`config.mk`:
```
export PLATFORM = sky130hd
export DESIGN_NAME = mem_arbiter
export DESIGN_NICKNAME = d
export VERILOG_FILES = /design/src/rtl/mem_arb_pkg.sv /design/src/rtl/mem_arb_pick.sv /design/src/rtl/mem_arbiter.sv
export SDC_FILE = /design/constraint.sdc
export NUM_CORES = 1
export LEC_CHECK = 0
export ABC_AREA = 1
export BUFFER_PORTS_ARGS = -buffer_cell sky130_fd_sc_hd__buf_4
export CELL_PAD_IN_SITES_DETAIL_PLACEMENT = 0
export CELL_PAD_IN_SITES_GLOBAL_PLACEMENT = 1
export CORE_ASPECT_RATIO = 0.7
export CORE_MARGIN = 2
export CORE_UTILIZATION = 34
export DETAILED_ROUTE_END_ITERATION = 10
export HOLD_SLACK_MARGIN = 0.1
export PLACE_DENSITY_LB_ADDON = 0.1
export SETUP_SLACK_MARGIN = 0.4
export SLEW_MARGIN = 30
export SYNTH_ARGS = -nofsm -noshare
export SYNTH_HDL_FRONTEND = slang
export SYNTH_SLANG_ARGS = --single-unit
```
`constraint.sdc`:
```
create_clock -name clk -period 2.5 [get_ports clk]
set_clock_uncertainty 0.1 [all_clocks]
set_input_delay 0.25 -clock clk [delete_from_list [all_inputs] [get_ports clk]]
set_output_delay 0.25 -clock clk [all_outputs]
set_load 0.02 [all_outputs]
```
`src/rtl/mem_arb_pkg.sv`:
```
// Shared encodings for the unified-memory arbiter: FSM states, grant
// identifiers and the request-mask helper used during the response cycle.
package mem_arb_pkg;

    typedef enum logic [2:0] {
        IDLE    = 3'd0,
        ISSUE_I = 3'd1,
        RESP_I  = 3'd2,
        ISSUE_D = 3'd3,
        RESP_D  = 3'd4
    } state_e;

    // The value doubles as the bit position of each port in request/mask vectors.
    typedef enum logic {
        GNT_I = 1'b0,
        GNT_D = 1'b1
    } gnt_e;

    localparam int          AW     = 32;
    localparam int          DW     = 32;
    localparam logic [1:0]  MASK_I = 2'b01;
    localparam logic [1:0]  MASK_D = 2'b10;

    // The master being acked this cycle may not win the next grant.
    function automatic logic [1:0] resp_mask(input state_e s);
        logic [1:0] m;
        m = 2'b00;
        if (s == RESP_I) begin
            m = MASK_I;
        end else if (s == RESP_D) begin
            m = MASK_D;
        end
        return m;
    endfunction

endpackage

```
`src/rtl/mem_arb_pick.sv`:
```
// Two-way grant selection: masked requests, then fixed data priority or
// round-robin (last-granted loses) on a tie.
module mem_arb_pick
    import mem_arb_pkg::*;
#(
    parameter bit D_PRIORITY = 1'b1
) (
    input  logic       req_i,
    input  logic       req_d,
    input  logic [1:0] mask,
    input  gnt_e       last_gnt,
    output logic       gnt_valid,
    output gnt_e       gnt
);

    logic [1:0] req_raw;
    logic [1:0] req_m;

    assign req_raw = {req_d, req_i};

    genvar gi;
    generate
        for (gi = 0; gi < 2; gi++) begin : g_mask
            assign req_m[gi] = req_raw[gi] & ~mask[gi];
        end
    endgenerate

    always_comb begin
        gnt_valid = |req_m;
        gnt       = GNT_I;
        if (req_m == 2'b11) begin
            if (D_PRIORITY) begin
                gnt = GNT_D;
            end else begin
                gnt = (last_gnt == GNT_D) ? GNT_I : GNT_D;
            end
        end else if (req_m[1]) begin
            gnt = GNT_D;
        end
    end

endmodule

```
`src/rtl/mem_arbiter.sv`:
```
// Arbitrates an instruction-fetch port and a data port onto one memory bus;
// one outstanding transfer, back-to-back grants at one transfer per two cycles.
module mem_arbiter
    import mem_arb_pkg::*;
#(
    parameter bit D_PRIORITY = 1'b1
) (
    input  logic          clk,
    input  logic          rst_n,
    input  logic [AW-1:0] i_adr_i,
    input  logic          i_stb_i,
    output logic [DW-1:0] i_dat_o,
    output logic          i_ack_o,
    input  logic [DW-1:0] d_dat_i,
    input  logic [AW-1:0] d_adr_i,
    input  logic          d_we_i,
    input  logic          d_stb_i,
    output logic [DW-1:0] d_dat_o,
    output logic          d_ack_o,
    output logic [DW-1:0] m_dat_o,
    output logic [AW-1:0] m_adr_o,
    output logic          m_we_o,
    output logic          m_stb_o,
    input  logic [DW-1:0] m_dat_i,
    input  logic          m_ack_i
);

    state_e        state_q, state_d;
    gnt_e          last_q, last_d;
    logic [AW-1:0] m_adr_q, m_adr_d;
    logic [DW-1:0] m_dat_q, m_dat_d;
    logic          m_we_q, m_we_d;
    logic          m_stb_q, m_stb_d;
    logic          i_ack_q, i_ack_d;
    logic          d_ack_q, d_ack_d;
    logic [DW-1:0] i_hold_q, i_hold_d;
    logic [DW-1:0] d_hold_q, d_hold_d;

    logic          pick_valid;
    gnt_e          pick_gnt;

    mem_arb_pick #(
        .D_PRIORITY (D_PRIORITY)
    ) u_pick (
        .req_i     (i_stb_i),
        .req_d     (d_stb_i),
        .mask      (resp_mask(state_q)),
        .last_gnt  (last_q),
        .gnt_valid (pick_valid),
        .gnt       (pick_gnt)
    );

    always_comb begin
        state_d  = state_q;
        last_d   = last_q;
        m_adr_d  = m_adr_q;
        m_dat_d  = m_dat_q;
        m_we_d   = m_we_q;
        m_stb_d  = 1'b0;
        i_ack_d  = 1'b0;
        d_ack_d  = 1'b0;
        i_hold_d = i_hold_q;
        d_hold_d = d_hold_q;

        unique case (state_q)
            ISSUE_I: begin
                if (m_ack_i) begin
                    state_d = RESP_I;
                    i_ack_d = 1'b1;
                end else begin
                    m_stb_d = 1'b1;
                end
            end
            ISSUE_D: begin
                if (m_ack_i) begin
                    state_d = RESP_D;
                    d_ack_d = 1'b1;
                end else begin
                    m_stb_d = 1'b1;
                end
            end
            default: begin
                // IDLE and both RESP states: capture read data, then arbitrate.
                if (state_q == RESP_I) begin
                    i_hold_d = m_dat_i;
                end
                if (state_q == RESP_D && !m_we_q) begin
                    d_hold_d = m_dat_i;
                end
                state_d = IDLE;
                if (pick_valid) begin
                    last_d  = pick_gnt;
                    m_stb_d = 1'b1;
                    if (pick_gnt == GNT_D) begin
                        state_d = ISSUE_D;
                        m_adr_d = d_adr_i;
                        m_dat_d = d_dat_i;
                        m_we_d  = d_we_i;
                    end else begin
                        state_d = ISSUE_I;
                        m_adr_d = i_adr_i;
                        m_dat_d = '0;
                        m_we_d  = 1'b0;
                    end
                end
            end
        endcase
    end

    always_ff @(posedge clk) begin
        if (!rst_n) begin
            state_q  <= IDLE;
            last_q   <= GNT_I;
            m_adr_q  <= '0;
            m_dat_q  <= '0;
            m_we_q   <= 1'b0;
            m_stb_q  <= 1'b0;
            i_ack_q  <= 1'b0;
            d_ack_q  <= 1'b0;
            i_hold_q <= '0;
            d_hold_q <= '0;
        end else begin
            state_q  <= state_d;
            last_q   <= last_d;
            m_adr_q  <= m_adr_d;
            m_dat_q  <= m_dat_d;
            m_we_q   <= m_we_d;
            m_stb_q  <= m_stb_d;
            i_ack_q  <= i_ack_d;
            d_ack_q  <= d_ack_d;
            i_hold_q <= i_hold_d;
            d_hold_q <= d_hold_d;
        end
    end

    assign m_adr_o = m_adr_q;
    assign m_dat_o = m_dat_q;
    assign m_we_o  = m_we_q;
    assign m_stb_o = m_stb_q;
    assign i_ack_o = i_ack_q;
    assign d_ack_o = d_ack_q;

    // Memory data is only valid in the response cycle, so pass it straight through there.
    assign i_dat_o = (state_q == RESP_I) ? m_dat_i : i_hold_q;
    assign d_dat_o = (state_q == RESP_D && !m_we_q) ? m_dat_i : d_hold_q;

endmodule

```
==> results.yml <==
die:
  die_x_um: 162.1
  design.core.area_um2: 17170
  die_area_um2: 18590
  std_cell_rows: 40
  fp.dieH_um: 114.7
  initial_core_util_pct: 34.66
  pin_count: 266
setup_path:
  crit_required_ps: 2150
  cp_data_arrival_time_ps: 1790
  worst-path-max-fanout: 8
  cp_num_buf_inv: 4
  worstSetupEndpointType: "output port"
  cp_top_family: "buffers and inverters"
  crit_slowest_cell: "dfxtp_4"
  cpPeakStageDelay_ps: 360
  worstSetupPathType: "reg2out"
  cp_cell_sequence: "nor2_4 -> nand2_4 -> nor2_4 -> buf_6 -> bufbuf_16 -> o21ai_1 -> inv_1 -> buf_6"
  start_kind: "flip-flop"
power_and_ir_drop:
  peakVddDrop_mv: 0.4085
  power_mw: 6.508
  p_leak_nw: 5.443
  p_per_area_nw_per_um2: 633.9
clock_network:
  cts.htree.levels: 4
  cts_root_buf: "clkbuf_16"
  cts_tree: "done"
  clk_transition_reported_paths_ps: 60
  worstSkewPairLatency_ps: 410
  cts_buffers: 17
  cts_buffer_depth: 2
  cts.sinks: 135
timing:
  hold_ws_ps: 110.5
  worstMarginPinSlew_ps: 527.3
  period_needed_ps: 2142
  hold_violations: 0
  rsz0062_at_grt: "yes"
  fin_crit_sh_pct: 85.70
  max_clock_freq_ghz: 0.4668
  setup_viol: 0
  finalSetupTns_ps: 0
  slew_headroom_pct: 64.72
  slew_viol_final: 0
grt:
  grt_pass1_wl_um: 31590
  grt_antenna_before_repair: 0
  grt_overflow: 0
  grt_pass1_vias: 6262
  grt_max_degree: 96
  track_usage_pct: 21.45
logic_synthesis:
  postSynthCellCount: 869
  syn-cell-area_um2: 5949
  yosys_register_bits: 135
  yosys_warnings: 0
  avgSynthCellArea_um2: 6.846
  ys_seq_area_share_pct: 45.43
  syn_nets: 1003
  synth.distinct_cells: 22
cells_and_area:
  multi_input_area_um2: 2555
  area_delta_synth_final_pct: 72.56
  layout.nets: 1371
  layout-drive-gt1-share_pct: 29.22
  regArea_um2: 2711
  fillCellCount: 1590
  fin_util_pct: 59.80
  antenna-diode-count: 0
  fin_area_um2: 10270
place:
  routabilityCongestion: 0.7295
  portBuffers: 265
  place_area_um2: 8084
  dp_hpwl_um: 12120
drt:
  via_count: 6700
  firstDrtPassIters: 6
  drt_iter0_drc: 389
  avgViaCountPerCell: 4.527
  detail_route.wl_per_cell_um: 13.88
  ant_nets: 0
  wl_um: 20540
  drc_errors: 0
flow_run:
  drv_cap: 0
run_status:
  status: "completed"
min_path:
  hold_path_class: "in2reg"
==> through the flow <==
stage | setup slack (ps) | cells
after floorplan | 899.3 | 869
after global placement | 710.0 | 1318
after detailed placement | 695.6 | 1318
after CTS | 317.9 | 1479
after global routing | 245.4 | 1480
final | 357.6 | 1480
==> worst paths after layout <==
| path | depth (start not counted) | to | from | slack (ps) |
|---|---|---|---|---|
| worst max-delay path | 8 | d_dat_o[22] | state_q[0]$_SDFFE_PN0P_ | 360 |
| worst min register to register | 2 | m_dat_o[0]$_SDFFE_PN0P_ | m_dat_o[0]$_SDFFE_PN0P_ | 380 |
| worst min-delay path | 5 | m_adr_o[14]$_SDFFE_PN0P_ | d_adr_i[14] | 110 |
| worst max register to register | 6 | m_dat_o[18]$_SDFFE_PN0P_ | state_q[2]$_SDFFE_PN0P_ | 680 |
==> cell type report <==
type | count | share of cell area, %
well taps | 231 | 2.815
clock buffers | 19 | 4.314
inverters | 134 | 4.899
flip-flops and latches | 135 | 26.41
multi-input cells | 539 | 24.89
clock inverters | 12 | 1.499
repair buffers | 410 | 35.17
==> Yosys cell counts <==
cell type	instances	area, µm²
clkbuf_1	12	45.04
a21oi_1	34	170.2
nor2_4	1	11.26
nor2_1	133	499.2
buf_4	6	45.04
nand3_1	99	495.5
inv_1	132	495.5
o21ai_1	4	20.02
a21boi_2	1	11.26
dfxtp_1	135	2703
nor2_2	1	6.260
buf_1	6	22.52
o21ai_0	61	305.3
nand3b_1	32	240.2
nand4_1	1	6.260
inv_2	2	7.510
buf_6	3	33.78
nand3_2	1	10.01
buf_2	34	170.2
a31oi_1	1	6.260
nand2_2	3	18.77
nand2_1	167	626.9
==> worst min-delay path, stage by stage <==
cell	delay (ps)
buf_4	80
nand3_1	60
nand2_1	70
nor2_1	40
nor2_1	90
==> power breakdown <==
part           internal (mW)  leakage [nW]  switching, mW
combinational          0.740          4.05          0.862
sequential              2.31          1.11         0.0616
clock                   1.59         0.285          0.950
==> layout by cell type, fill, tap and decap left out, types with 3 or more instances in the layout <==
cell           netlist  final
buf_4                6    272
nand2_1            167    163
nor2_1             133    133
dfxtp_1            135    132
inv_1              132    130
dlygate4sd3_1        0    117
nand3_1             99     99
o21ai_1              4     36
a21oi_1             34     34
nand3b_1            32     32
o21ai_2              0     23
clkbuf_16            0     18
buf_6                3      8
buf_12               0      7
o21ai_0             61      5
nand2_2              3      4
inv_2                2      4
buf_16               0      4
nand2_4              0      3
bufinv_16            0      3
clkinvlp_4           0      3
clkinv_2             0      3
clkinv_4             0      3
==> kinds of logic after synthesis <==
family	synth area share (%)
simple gates	32.18
flops	45.43
compound gates	8.622
buf+inv	13.77
==> metal layers <==
metal	global-route usage, %	routed length [µm]	part of all wire (%)
met5	0	0	0
met1	27.24	9358	46
met3	8.185	1555	7.6
met2	33.84	9256	45
met4	6.726	367	1.8
==> state kept, by name, summed over array words and instances, names as in the netlist <==
name,count
m_dat_o,32
i_ack_o,1
m_we_o,1
d_hold_q,32
state_q,3
d_ack_o,1
m_adr_o,32
i_hold_q,32
m_stb_o,1
==> what timing repair did <==
item / CTS / global route
pin swaps: 2 / 2
hold endpoints to repair: 120 / 0
setup endpoints to repair: 58 / 63
hold buffers: 117 / 0
setup buffers: 8 / 0
gates resized for setup: 32 / 77
cloned: 5 / 1
No activity file was read; power rests on OpenSTA's default activity.
